## src/rtl/wave_warp_pipe_if.sv

```systemverilog
// wave_warp_pipe_if: pixel-stream bus into and out of the vertical-warp stage
interface wave_warp_pipe_if #(
  parameter int PIX_W = 7,
  parameter int H_W   = 11,
  parameter int V_W   = 10
);
  logic             frame_in;
  logic [1:0]       mode_in;
  logic             data_valid_in;
  logic [H_W-1:0]   hcount_in;
  logic [V_W-1:0]   vcount_in;
  logic [PIX_W-1:0] data_in;
  logic             data_valid_out;
  logic [H_W-1:0]   hcount_out;
  logic [V_W-1:0]   vcount_out;
  logic [PIX_W-1:0] pixel_out;
  modport master (
    output frame_in, mode_in, data_valid_in, hcount_in, vcount_in, data_in,
    input  data_valid_out, hcount_out, vcount_out, pixel_out
  );
  modport slave (
    input  frame_in, mode_in, data_valid_in, hcount_in, vcount_in, data_in,
    output data_valid_out, hcount_out, vcount_out, pixel_out
  );
endinterface

```

## src/rtl/wave_warp_pipe.sv

```systemverilog
// wave_warp_pipe: 4-stage vertical warp remapping vcount by an hcount-driven offset
module wave_warp_pipe #(
  parameter int PIX_W       = 7,
  parameter int H_W         = 11,
  parameter int V_W         = 10,
  parameter int WIDTH       = 240,
  parameter int HEIGHT      = 320,
  parameter int ROOT_A      = 320,
  parameter int ROOT_B      = 120,
  parameter int PHASE_STEP  = 4,
  parameter int SHEAR_SHIFT = 2
) (
  input logic clk_in,
  input logic rst_in,
  wave_warp_pipe_if.slave bus
);
  localparam int XW = H_W + 1;
  localparam int SW = H_W + 2;
  localparam int PW = 2 * SW;
  localparam int OW = 3 * SW;
  localparam int VS = V_W + 2;
  localparam logic signed [SW-1:0] RA  = SW'(ROOT_A);
  localparam logic signed [SW-1:0] RB  = SW'(ROOT_B);
  localparam logic signed [OW-1:0] LIM = OW'(HEIGHT - 1);
  localparam logic signed [VS-1:0] HS  = VS'(HEIGHT);
  logic [H_W-1:0] phase_q;
  logic [1:0] mode_q;
  logic [XW-1:0] ph_sum, x_c;
  logic signed [SW-1:0] xs_c, a1, b1, c1, x1, c2, x2;
  logic signed [PW-1:0] p2;
  logic signed [OW-1:0] off3, cl_c;
  logic signed [VS-1:0] v_c, w_c;
  logic [3:0] vld;
  logic [3:0][PIX_W-1:0] dat;
  logic [3:0][H_W-1:0] hc;
  logic [2:0][V_W-1:0] vc;
  logic [2:0][1:0] md;
  logic [V_W-1:0] vout_q;
  always_comb begin
    ph_sum = XW'(phase_q) + XW'(PHASE_STEP);
    x_c    = XW'(bus.hcount_in) + XW'(phase_q);
    xs_c   = signed'({1'b0, x_c});
    cl_c   = off3 > LIM ? LIM : (off3 < -LIM ? -LIM : off3);
    v_c    = signed'({2'b0, vc[2]}) + VS'(cl_c);
    w_c    = v_c >= HS ? v_c - HS : (v_c[VS-1] ? v_c + HS : v_c);
  end
  // A pixel arriving with frame_in still sees the old phase/mode: they only update at this edge.
  always_ff @(posedge clk_in) begin
    if (rst_in) begin
      phase_q <= '0;
      mode_q  <= '0;
      vld     <= '0;
      dat     <= '0;
      hc      <= '0;
      vc      <= '0;
      md      <= '0;
      a1      <= '0;
      b1      <= '0;
      c1      <= '0;
      x1      <= '0;
      p2      <= '0;
      c2      <= '0;
      x2      <= '0;
      off3    <= '0;
      vout_q  <= '0;
    end else begin
      if (bus.frame_in) begin
        mode_q  <= bus.mode_in;
        phase_q <= H_W'(ph_sum >= XW'(WIDTH) ? ph_sum - XW'(WIDTH) : ph_sum);
      end
      vld  <= {vld[2:0], bus.data_valid_in};
      dat  <= {dat[2:0], bus.data_in};
      hc   <= {hc[2:0], bus.hcount_in};
      vc   <= {vc[1:0], bus.vcount_in};
      md   <= {md[1:0], mode_q};
      a1   <= (xs_c - RA) >>> 4;
      b1   <= (xs_c - RB) >>> 3;
      c1   <= xs_c >>> 4;
      x1   <= xs_c;
      p2   <= PW'(a1) * PW'(b1);
      c2   <= c1;
      x2   <= x1;
      off3 <= md[1] == 2'd1 ? OW'(p2) * OW'(c2) : (md[1] == 2'd2 ? OW'(x2 >>> SHEAR_SHIFT) : '0);
      vout_q <= !vld[2] ? '0 : (vc[2] >= V_W'(HEIGHT) ? vc[2] : V_W'(w_c));
    end
  end
  assign bus.data_valid_out = vld[3];
  assign bus.pixel_out      = dat[3];
  assign bus.hcount_out     = hc[3];
  assign bus.vcount_out     = vout_q;
endmodule

```

## src/flat_wrapper.sv

```systemverilog
// flat-port wrapper written by rule: the top's interface ports become plain ports
module wave_warp_pipe_flat 
#(
  parameter int PIX_W       = 7,
  parameter int H_W         = 11,
  parameter int V_W         = 10,
  parameter int WIDTH       = 240,
  parameter int HEIGHT      = 320,
  parameter int ROOT_A      = 320,
  parameter int ROOT_B      = 120,
  parameter int PHASE_STEP  = 4,
  parameter int SHEAR_SHIFT = 2
)
  (clk_in, rst_in, bus_frame_in, bus_mode_in, bus_data_valid_in, bus_hcount_in, bus_vcount_in, bus_data_in, bus_data_valid_out, bus_hcount_out, bus_vcount_out, bus_pixel_out);
  wave_warp_pipe_if #(.PIX_W(PIX_W), .H_W(H_W), .V_W(V_W)) bus_i ();
  input logic clk_in;
  input logic rst_in;
  input wire logic [$bits(bus_i.frame_in)-1:0] bus_frame_in;
  input wire logic [$bits(bus_i.mode_in)-1:0] bus_mode_in;
  input wire logic [$bits(bus_i.data_valid_in)-1:0] bus_data_valid_in;
  input wire logic [$bits(bus_i.hcount_in)-1:0] bus_hcount_in;
  input wire logic [$bits(bus_i.vcount_in)-1:0] bus_vcount_in;
  input wire logic [$bits(bus_i.data_in)-1:0] bus_data_in;
  output wire logic [$bits(bus_i.data_valid_out)-1:0] bus_data_valid_out;
  output wire logic [$bits(bus_i.hcount_out)-1:0] bus_hcount_out;
  output wire logic [$bits(bus_i.vcount_out)-1:0] bus_vcount_out;
  output wire logic [$bits(bus_i.pixel_out)-1:0] bus_pixel_out;
  assign bus_i.frame_in = bus_frame_in;
  assign bus_i.mode_in = bus_mode_in;
  assign bus_i.data_valid_in = bus_data_valid_in;
  assign bus_i.hcount_in = bus_hcount_in;
  assign bus_i.vcount_in = bus_vcount_in;
  assign bus_i.data_in = bus_data_in;
  assign bus_data_valid_out = bus_i.data_valid_out;
  assign bus_hcount_out = bus_i.hcount_out;
  assign bus_vcount_out = bus_i.vcount_out;
  assign bus_pixel_out = bus_i.pixel_out;
  wave_warp_pipe #(.PIX_W(PIX_W), .H_W(H_W), .V_W(V_W), .WIDTH(WIDTH), .HEIGHT(HEIGHT), .ROOT_A(ROOT_A), .ROOT_B(ROOT_B), .PHASE_STEP(PHASE_STEP), .SHEAR_SHIFT(SHEAR_SHIFT)) u_core (.clk_in(clk_in), .rst_in(rst_in), .bus(bus_i));
endmodule
```

## config.mk

```make
export PLATFORM = sky130hd
export DESIGN_NAME = wave_warp_pipe_flat
export DESIGN_NICKNAME = d
export VERILOG_FILES = /design/src/rtl/wave_warp_pipe_if.sv /design/src/rtl/wave_warp_pipe.sv /design/src/flat_wrapper.sv
export SDC_FILE = /design/constraint.sdc
export NUM_CORES = 1
export LEC_CHECK = 0
export CELL_PAD_IN_SITES_DETAIL_PLACEMENT = 0
export CELL_PAD_IN_SITES_GLOBAL_PLACEMENT = 1
export CORE_UTILIZATION = 30
export DETAILED_ROUTE_END_ITERATION = 10
export PLACE_DENSITY_LB_ADDON = 0.1
export SLEW_MARGIN = 20
export SYNTH_ARGS = -nofsm -noshare
export SYNTH_HDL_FRONTEND = slang
export SYNTH_SLANG_ARGS = --single-unit
```

## constraint.sdc

```tcl
create_clock -name clk_in -period 6 [get_ports clk_in]
set_clock_uncertainty 0.2 [all_clocks]
set_input_delay 1.5 -clock clk_in [delete_from_list [all_inputs] [get_ports clk_in]]
set_output_delay 1.5 -clock clk_in [all_outputs]
set_load 0.02 [all_outputs]
```

==> impl_metrics.yaml <==
timing:
  drv_slew: 0
  finalWorstSetupSlack_ps: 346.4
  rsz0062_at_grt: "no"
  min_period_ps: 5654
  fmax_mhz: 176.9
  setup_viol: 0
  totalNegativeSetupSlack_ps: 0
  relSlewSlack_pct: 38.68
  hold_viol: 0
  tightest_slew_ps: 917.9
  fin_crit_sh_pct: 94.23
floorplanning:
  num_rows: 86
  coreArea_sq_mm: 0.05520
  initial_core_util_pct: 30.48
  die_h_um: 238.8
  io_pins: 63
  die-area_sq_mm: 0.05703
  die_w_um: 238.8
global_routing:
  track_usage_pct: 13.35
  grt_max_degree: 122
  antenna_found_initial: 0
  grt-ovfl-total: 0
  grt_pass1_vias: 11790
  grt_pass1_wl_um: 61960
worst_setup_path:
  crit_buf_inv: 5
  cp.required_ps: 6260
  arrival_ps: 5920
  crit_family: "adder cells"
  crit_path_max_fanout: 15
  path_class: "reg -> reg"
  crit_path_end_kind: "flip-flop"
  cp_slowest_cell: "fa_1"
  start_kind: "flip-flop"
  max_stage_delay_ps: 540
  path_cells: "buf_4, buf_4, nand2_1, fa_1, inv_1, fa_1, fa_1, inv_1, fa_1, fa_1, inv_1, ha_1, o21ai_0, a211oi_1, nand4_1, nand4_1, and3_1, a2111oi_1, nor3_1, nor2_1"
  crit_top_cell: "fa_1"
synth:
  yosys-top-cells-area: "dfxtp_1, fa_1, ha_1, inv_1, nor2b_1"
  synth_compound_area_share_pct: 7.207
  synth_area_sq_mm: 0.01682
  synthAdderAreaFrac_pct: 34.76
  ys_seq_elements: 219
  yosysWarnings: 0
  yosysSeqAreaShare_pct: 26.06
  ys_types: 71
  synth_xor_area_share_pct: 3.994
  syn_avg_cell_area_sq_um: 9.254
  synth.mux.area_fraction_pct: 0.7288
  postSynth.asyncResetShare_pct: 0
  netlist_instances: 1818
  synth_top_area_cell: "dfxtp_1"
  synth-simple-area-share_pct: 18.76
  synth_top_family_by_area: "adder cells"
  synth_edf_count: 0
  syn_nets: 2200
  synth_top_area_share_pct: 26.06
  synth_flop_cell: "dfxtp_1"
flow_run:
  drv_cap: 0
placed_design:
  detailedPlacementHpwl_um: 29640
  dp_worst_setup_slack_ps: 183.4
  globalplace.congestion: 0.7754
  port_buffers: 62
  dp.cells: 2578
power:
  vdd_drop_max_mv: 0.1683
  power.density_mw_per_mm2: 216.7
  p_leak_uw: 0.009173
clock_tree:
  cts_post_setup_buffers_inserted: 0
  cts_made_buffers: 26
  h-tree-depth: 1
  clk_pin_slew_worst_paths_ps: 60
  cts_tree: "built"
  clock-sinks: 219
  root_buffer: "clkbuf_16"
  clk_latency_ps: 570
  clk_path_buf_depth: 3
routing:
  dr_total_vias: 11270
  drtPass1Iterations: 4
  vias_per_cell: 4.293
  wl_per_cell_um: 14.04
  drtIter0Drc: 388
  drc: 0
  wl_um: 36860
  ant_nets: 0
finish:
  num-nets-final: 2240
  final_core_util_pct: 34.77
  antenna_cells: 0
  layout_commonest_cell: "inv_1"
  layoutNonFillerInstCount: 2625
  layout_common_cells: "inv_1, dfxtp_1, fa_1"
  synthToLayoutAreaGrowth_pct: 14.08
  drive_above_1_share_pct: 5.168
run_status:
  run_status: "completed"
min_path:
  worstHoldPathType: "reg -> reg"
==> cells by family after synthesis <==
group,Yosys count
AO/OA/AOI/OAI,184
XOR/XNOR,75
adder cells (fa/ha/maj),348
buffers and inverters,362
flip-flops,219
multiplexers,12
AND/OR/NAND/NOR,618
==> worst paths after layout <==
path | startpoint | to | slack [ps] | cells past startpoint
max reg2reg | u_core.c2[3] | u_core.off3[29] | 350 | 20
min reg2reg | u_core.hc[32] | u_core.bus.hcount_out[10] | 230 | 1
max | u_core.c2[3] | u_core.off3[29] | 350 | 20
min | u_core.hc[32] | u_core.bus.hcount_out[10] | 230 | 1
==> sequential cells by signal, summed over array words and instances, names as in the netlist <==
register	cells
u_core.bus.pixel_out	7
u_core.c2	8
u_core.mode_q	2
u_core.b1	10
u_core.phase_q	9
u_core.bus.hcount_out	11
u_core.bus.vcount_out	10
u_core.p2	19
u_core.a1	7
u_core.off3	32
u_core.x2	2
u_core.x1	10
u_core.dat	21
u_core.md	4
u_core.hc	33
u_core.vld	4
u_core.vc	30
==> area by class of cell <==
type                            instances  area [sq um]
Inverter                              286          1074
Sequential cell                       219          4393
Clock inverter                         13         236.5
Fill cell                            5744         36010
Clock buffer                           34         710.7
Tap cell                              748         935.9
Multi-Input combinational cell       1237         11010
Timing Repair Buffer                   88         829.5
==> routing by layer <==
| metal | track usage, % | routed length [um] | share of wire [%] | vias up |
|---|---|---|---|---|
| met4 | 2.467 | 562 | 1.5 | 0 |
| met1 | 19.83 | 19590 | 53 | 5410 |
| met5 | 0 | 0 | 0 | - |
| li1 | - | - | - | 5745 |
| met2 | 20.79 | 15900 | 43 | 79 |
| met3 | 1.594 | 805 | 2.2 | 34 |
==> per-stage QoR <==
step | hold slack (ps) | cell area (sq um) | total power (uW)
after floorplan | 213.8 | 16820 | 2238
after global placement | 217.6 | 18240 | 2493
after detailed placement | 221.8 | 18240 | 2489
after CTS | 223.0 | 19180 | 4248
after global routing | 231.5 | 19190 | 4432
final | 226.3 | 19190 | 4160
==> repair_timing <==
action,in CTS,in global routing
setup endpoints to repair,0,8
hold buffers,0,0
gates resized for setup,0,10
==> synthesized netlist by cell type (all sizes together) (5+ instances only) <==
cell,count
mux2i,10
and3,5
nor4,9
nand3,10
a211oi,8
o21ai,44
dfxtp,219
o21bai,7
xnor2,43
nand2b,23
and2,85
or3,5
xor2,32
ha,149
a31oi,8
nor2,110
nor2b,144
clkbuf,51
nand2,180
a21oi,50
a21o,18
nor3,19
fa,199
inv,286
a22oi,10
buf,25
nand4,11
==> power by group <==
group | leakage [uW] | total (uW) | internal, uW | switching (uW)
combinational | 0.00692 | 789 | 351 | 439
clock | 0.000455 | 1710 | 1060 | 654
sequential | 0.00179 | 1660 | 1530 | 125
total | 0.00917 | 4160 | 2940 | 1220
(Power assumes the default switching activity.)
